### src/rtl/gpio_port_arbiter_pkg.sv
// Shared encodings for the GPIO port arbiter: FSM states, client op codes and port register map.
package gpio_port_arbiter_pkg;

    typedef enum logic [2:0] {
        ST_IDLE = 3'd0,
        ST_RD   = 3'd1,
        ST_RDW  = 3'd2,
        ST_WR   = 3'd3,
        ST_ACK  = 3'd4
    } state_t;

    localparam logic [1:0] OP_READ  = 2'd0;
    localparam logic [1:0] OP_WRITE = 2'd1;
    localparam logic [1:0] OP_RMW   = 2'd2;

    localparam logic [1:0] REG_DATA    = 2'd0;
    localparam logic [1:0] REG_DIR     = 2'd1;
    localparam logic [1:0] REG_IRQ     = 2'd2;
    localparam logic [1:0] REG_CAPTURE = 2'd3;

    localparam logic [3:0] AVM_BE_ALL = 4'hF;

endpackage

### src/rtl/gpio_port_arbiter_rr_arbiter.sv
// Combinational round-robin picker: first set request scanning upward from i_ptr+1, wrapping.
module rr_arbiter #(
    parameter int N = 2,
    localparam int PW = (N > 1) ? $clog2(N) : 1
) (
    input  logic [N-1:0]  i_req,
    input  logic [PW-1:0] i_ptr,
    output logic [N-1:0]  o_grant,
    output logic [PW-1:0] o_idx
);

    logic [PW-1:0] w_cand;
    logic          w_found;

    always_comb begin
        o_grant = '0;
        o_idx   = '0;
        w_cand  = '0;
        w_found = 1'b0;
        for (int i = 1; i <= N; i++) begin
            w_cand = PW'((int'(i_ptr) + i) % N);
            if (!w_found && i_req[w_cand]) begin
                w_found         = 1'b1;
                o_grant[w_cand] = 1'b1;
                o_idx           = w_cand;
            end
        end
    end

endmodule

### src/rtl/gpio_port_arbiter.sv
// Sole Avalon-MM master of the parallel port; serialises client READ/WRITE/RMW with atomic RMW.
// States: IDLE arbitrate | RD read strobe | RDW capture readdata | WR write strobe | ACK ack pulse
module gpio_port_arbiter
    import gpio_port_arbiter_pkg::*;
#(
    parameter int NREQ = 2,
    parameter int DW   = 32
) (
    input  logic                 clk,
    input  logic                 reset_n,
    input  logic [NREQ-1:0]      req,
    input  logic [2*NREQ-1:0]    req_op,
    input  logic [2*NREQ-1:0]    req_addr,
    input  logic [NREQ*DW-1:0]   req_mask,
    input  logic [NREQ*DW-1:0]   req_wdata,
    output logic [NREQ-1:0]      ack,
    output logic [DW-1:0]        rdata,
    output logic                 busy,
    output logic [1:0]           avm_address,
    output logic                 avm_chipselect,
    output logic                 avm_read,
    output logic                 avm_write,
    output logic [3:0]           avm_byteenable,
    output logic [DW-1:0]        avm_writedata,
    input  logic [DW-1:0]        avm_readdata
);

    localparam int PW = (NREQ > 1) ? $clog2(NREQ) : 1;

    state_t          r_state, w_state_nxt;
    logic [PW-1:0]   r_ptr, w_gnt_idx;
    logic [NREQ-1:0] w_grant, r_win_oh;
    logic [1:0]      r_op, r_addr, w_sel_op, w_sel_addr;
    logic [DW-1:0]   r_mask, r_wdata, r_rdata, w_sel_mask, w_sel_wdata, w_merge;

    logic [NREQ-1:0] r_ack, w_ack_nxt;
    logic            r_busy, r_cs, r_rd, r_wr;
    logic            w_busy_nxt, w_cs_nxt, w_rd_nxt, w_wr_nxt;
    logic [1:0]      r_address, w_address_nxt;
    logic [DW-1:0]   r_writedata, w_writedata_nxt;

    rr_arbiter #(.N(NREQ)) u_rr (
        .i_req   (req),
        .i_ptr   (r_ptr),
        .o_grant (w_grant),
        .o_idx   (w_gnt_idx)
    );

    always_comb begin
        w_sel_op    = '0;
        w_sel_addr  = '0;
        w_sel_mask  = '0;
        w_sel_wdata = '0;
        for (int i = 0; i < NREQ; i++) begin
            if (w_grant[i]) begin
                w_sel_op    = req_op[i*2 +: 2];
                w_sel_addr  = req_addr[i*2 +: 2];
                w_sel_mask  = req_mask[i*DW +: DW];
                w_sel_wdata = req_wdata[i*DW +: DW];
            end
        end
    end

    // Merge uses the live readdata in RDW so the write can issue on the very next cycle.
    assign w_merge = (avm_readdata & ~r_mask) | (r_wdata & r_mask);

    always_ff @(posedge clk or negedge reset_n) begin
        if (!reset_n) r_state <= ST_IDLE;
        else          r_state <= w_state_nxt;
    end

    always_comb begin
        w_state_nxt = r_state;
        case (r_state)
            ST_IDLE: if (|req) w_state_nxt = (w_sel_op == OP_WRITE) ? ST_WR : ST_RD;
            ST_RD:   w_state_nxt = ST_RDW;
            ST_RDW:  w_state_nxt = (r_op == OP_RMW) ? ST_WR : ST_ACK;
            ST_WR:   w_state_nxt = ST_ACK;
            ST_ACK:  w_state_nxt = ST_IDLE;
            default: w_state_nxt = ST_IDLE;
        endcase
    end

    always_comb begin
        w_rd_nxt        = (w_state_nxt == ST_RD);
        w_wr_nxt        = (w_state_nxt == ST_WR);
        w_cs_nxt        = w_rd_nxt || w_wr_nxt;
        w_busy_nxt      = (w_state_nxt != ST_IDLE);
        w_ack_nxt       = (w_state_nxt == ST_ACK) ? r_win_oh : '0;
        w_address_nxt   = r_address;
        w_writedata_nxt = r_writedata;
        if (w_cs_nxt) w_address_nxt = (r_state == ST_IDLE) ? w_sel_addr : r_addr;
        if (w_wr_nxt) w_writedata_nxt = (r_state == ST_IDLE) ? w_sel_wdata : w_merge;
    end

    always_ff @(posedge clk or negedge reset_n) begin
        if (!reset_n) begin
            r_ack       <= '0;
            r_busy      <= 1'b0;
            r_cs        <= 1'b0;
            r_rd        <= 1'b0;
            r_wr        <= 1'b0;
            r_address   <= '0;
            r_writedata <= '0;
        end else begin
            r_ack       <= w_ack_nxt;
            r_busy      <= w_busy_nxt;
            r_cs        <= w_cs_nxt;
            r_rd        <= w_rd_nxt;
            r_wr        <= w_wr_nxt;
            r_address   <= w_address_nxt;
            r_writedata <= w_writedata_nxt;
        end
    end

    always_ff @(posedge clk or negedge reset_n) begin
        if (!reset_n) begin
            r_ptr    <= PW'(NREQ - 1);
            r_win_oh <= '0;
            r_op     <= OP_READ;
            r_addr   <= '0;
            r_mask   <= '0;
            r_wdata  <= '0;
            r_rdata  <= '0;
        end else begin
            if (r_state == ST_IDLE && |req) begin
                r_ptr    <= w_gnt_idx;
                r_win_oh <= w_grant;
                r_op     <= w_sel_op;
                r_addr   <= w_sel_addr;
                r_mask   <= w_sel_mask;
                r_wdata  <= w_sel_wdata;
            end
            if (r_state == ST_RDW) r_rdata <= avm_readdata;
        end
    end

    assign ack            = r_ack;
    assign rdata          = r_rdata;
    assign busy           = r_busy;
    assign avm_address    = r_address;
    assign avm_chipselect = r_cs;
    assign avm_read       = r_rd;
    assign avm_write      = r_wr;
    assign avm_byteenable = AVM_BE_ALL;
    assign avm_writedata  = r_writedata;

endmodule

### config.mk
export PLATFORM = sky130hd
export DESIGN_NAME = gpio_port_arbiter
export DESIGN_NICKNAME = d
export VERILOG_FILES = /design/src/rtl/gpio_port_arbiter_pkg.sv /design/src/rtl/gpio_port_arbiter_rr_arbiter.sv /design/src/rtl/gpio_port_arbiter.sv
export SDC_FILE = /design/constraint.sdc
export NUM_CORES = 1
export LEC_CHECK = 0
export CAP_MARGIN = 30
export CORE_AREA = 2 2 144 111
export DETAILED_ROUTE_END_ITERATION = 16
export DIE_AREA = 0 0 146 113
export PLACE_DENSITY_LB_ADDON = 0.15
export SETUP_SLACK_MARGIN = 0.2
export SYNTH_ARGS = -nofsm -noshare
export SYNTH_HDL_FRONTEND = slang
export SYNTH_SLANG_ARGS = --single-unit
### constraint.sdc
create_clock -name clk -period 2.6 [get_ports clk]
set_input_delay 0.52 -clock clk [delete_from_list [all_inputs] [get_ports clk]]
set_output_delay 0.52 -clock clk [all_outputs]
set_load 0.03 [all_outputs]
==> reports/results.ini <==
[status]
status = completed

[finish]
seqCellArea_sq_um = 3650
area_delta_synth_final_pct = 51.7
drive_above_1_share_pct = 15.7
multi_input_area_sq_um = 2680
fill_cells = 1158
finalNetCount = 976
antenna_cells = 0

[power_and_ir_drop]
p_switching_mw = 4.89
irDropWorstVdd_uv = 584
p_leak_nw = 4.12
power_frac_comb_pct = 47.3
sequentialPowerShare_pct = 31.6
p_int_mw = 7.90
power_density_nw_per_um2 = 1290
sw_frac_of_total_pct = 38.2
clock_power_share_pct = 21.2

[clock_network]
post_cts.resized_instances = 0
htreeDepth = 4
numClockSinks = 146
cts_tree = built
clk_latency_ps = 420
clk_pin_slew_ps = 60
clk_path_buf_depth = 2
holdBufCountCts = 0
cts_root_buf = clkbuf_16
postCtsSetupRepairBufs = 0
numCtsBuffers = 17

[sta]
slew_headroom_pct = 66.1
min_period_ps = 2150
rsz0062_at_grt = false
tns_ps = 0
fmaxAchievable_ghz = 0.466
timing.final.ws_setup_ps = 453
hold_ws_ps = 33.7
drv_slew = 0
worst_slew_pin_slew_ps = 508
clock_skew_ps = 5.59
min_period_over_period_pct = 82.6
finalHoldViolCount = 0
finalSetupViolations = 0

[placed_design]
gp_congestion = 0.828
pre_cts_ws_ps = 40.8
hpwl_um = 14300
io_buffers = 243

[yosys]
synthesis.area_sq_um = 6540
synth_common_cells = dfrtp_1 (145), mux2_2 (64), nand2_1 (52)
synth_edf_count = 0
ys_top_cells_by_area = dfrtp_1 (55%), mux2_2 (11%), a32oi_1 (4.8%)
postSynth.asyncResetShare_pct = 100
synth_seq_cells = 146
synth_top_area_share_pct = 55.5
ys.flop_type = dfrtp_1
syn_area_per_cell_sq_um = 11.5
synth.distinct_cells = 37
netlist_instances = 569
yosysTopAreaCell = dfrtp_1
synth.yosys.seq_area_share_pct = 55.9
ys_warn_count = 0
synthMostInstantiatedCell = dfrtp_1

[die]
dieArea_sq_um = 16500
rows = 39
die_w_um = 146
dieHeight_um = 113
coreArea_sq_um = 15000
ios = 248
start_util_pct = 43.5

[worst_setup_path]
crit_arrival_ps = 2450
critPathMaxFanout = 17
required_ps = 2900
end_kind = flip-flop
path_class = in2reg
critPathLaunchType = input pin
crit_path_start = req[1]
rr_startpoint = r_ptr

[global_routing]
grt_usage_pct = 24.9
grt_pass1_wl_um = 32100
grt_max_degree = 79
grt_pass1_vias = 5997
antenna_found_initial = 0
overflow = 0

[min_path]
hold_class = in2async

[route]
viasPerCell = 5.55
routed_wl_um = 19900
drt_pre_antenna_iters = 4
drt-initial-drc-count = 312
ant_nets = 0
vias = 5673
wl_per_cell_um = 19.5
drcViolationCount = 0

[run]
max_cap_viol_count = 0

## cells in the final DEF, fill, tap and decap left out, types with 2 or more instances in the layout
master,synthesis,layout
a21oi_1,6,6
clkinv_2,0,4
dfrtp_1,145,145
mux2i_1,31,31
nand2_1,52,52
nor2_1,44,43
a22oi_1,11,11
clkdlybuf4s50_1,0,241
and2_1,5,4
o21ai_0,48,48
mux2_1,2,2
bufinv_16,0,5
buf_4,4,17
a221oi_1,20,20
buf_12,0,5
o22ai_1,31,31
clkbuf_8,0,4
mux2_2,64,64
inv_1,2,2
clkbuf_16,0,17
nor2b_1,3,3
conb_1,1,4
a32oi_1,36,36
## registers in the layout, indices dropped and copies added (netlist names)
register        cells
avm_address         2
r_ptr               1
avm_chipselect      1
r_state             3
r_wdata            32
r_mask             32
r_win_oh            2
rdata              32
avm_writedata      32
busy                1
r_addr              2
avm_write           1
ack                 2
avm_read            1
r_op                2
## power groups by stage
stage	Clock (mW)	Combinational, mW	Sequential, mW
after floorplan	0	2.75	4.96
after global routing	2.86	6.50	4.16
after global placement	0	5.88	3.99
after detailed placement	0	6.04	4.05
after CTS	2.74	6.07	4.04
final	2.71	6.04	4.04
## final timing paths
path	to	cells past startpoint	slack, ps
worst max-delay path	avm_writedata[16]	6	450
worst max register to register	avm_writedata[16]	5	570
max in group asynchronous	r_mask[21]	2	1880
worst min register to register	r_wdata[3]	2	480
min in group clk	r_wdata[3]	2	480
worst min-delay path	rdata[3]	1	30
## critical path, stage by stage
cell,delay [ps]
clkdlybuf4s50_1,540
a21boi_4,240
a32oi_1,160
o31ai_4,400
buf_12,220
mux2_2,350
## logic make-up (layout without fill, tap and decap cells)
logic type	Yosys count	count (layout)	synth area share [%]
compound gates	162	162	17.3
buf+inv	54	299	3.86
flops	146	146	55.9
mux	97	97	16.1
other cells	1	4	0.0573
simple gates	109	109	6.81
## stage by stage
stage | cells | power [mW] | utilization (%) | area [sq um]
floorplan | 572 | 7.71 | - | 6550
global placement | 990 | 9.87 | 61.6 | 9260
detailed placement | 990 | 10.1 | 61.6 | 9260
CTS | 1022 | 12.9 | 66.0 | 9920
global route | 1022 | 13.5 | 66.0 | 9920
finish | 1022 | 12.8 | 66.0 | 9920
## final cells by class
type,instances,share of cell area [%]
flip-flops and latches,146,36.8
multi-input cells,372,27.1
repair buffers,265,26.8
clock buffers,22,4.88
well taps,205,2.59
clock inverters,10,1.79
inverters,2,0.0757
## metal layers
metal / GRT usage (%) / part of all wire, % / wire, um / vias up
met5: 0 / 0 / 0 / -
met2: 40.4 / 47 / 9390 / 252
met1: 32.4 / 43 / 8560 / 2806
met4: 7.77 / 2.0 / 396 / 0
met3: 7.74 / 8.1 / 1610 / 34
li1: - / - / - / 2581
(Power assumes the default switching activity.)
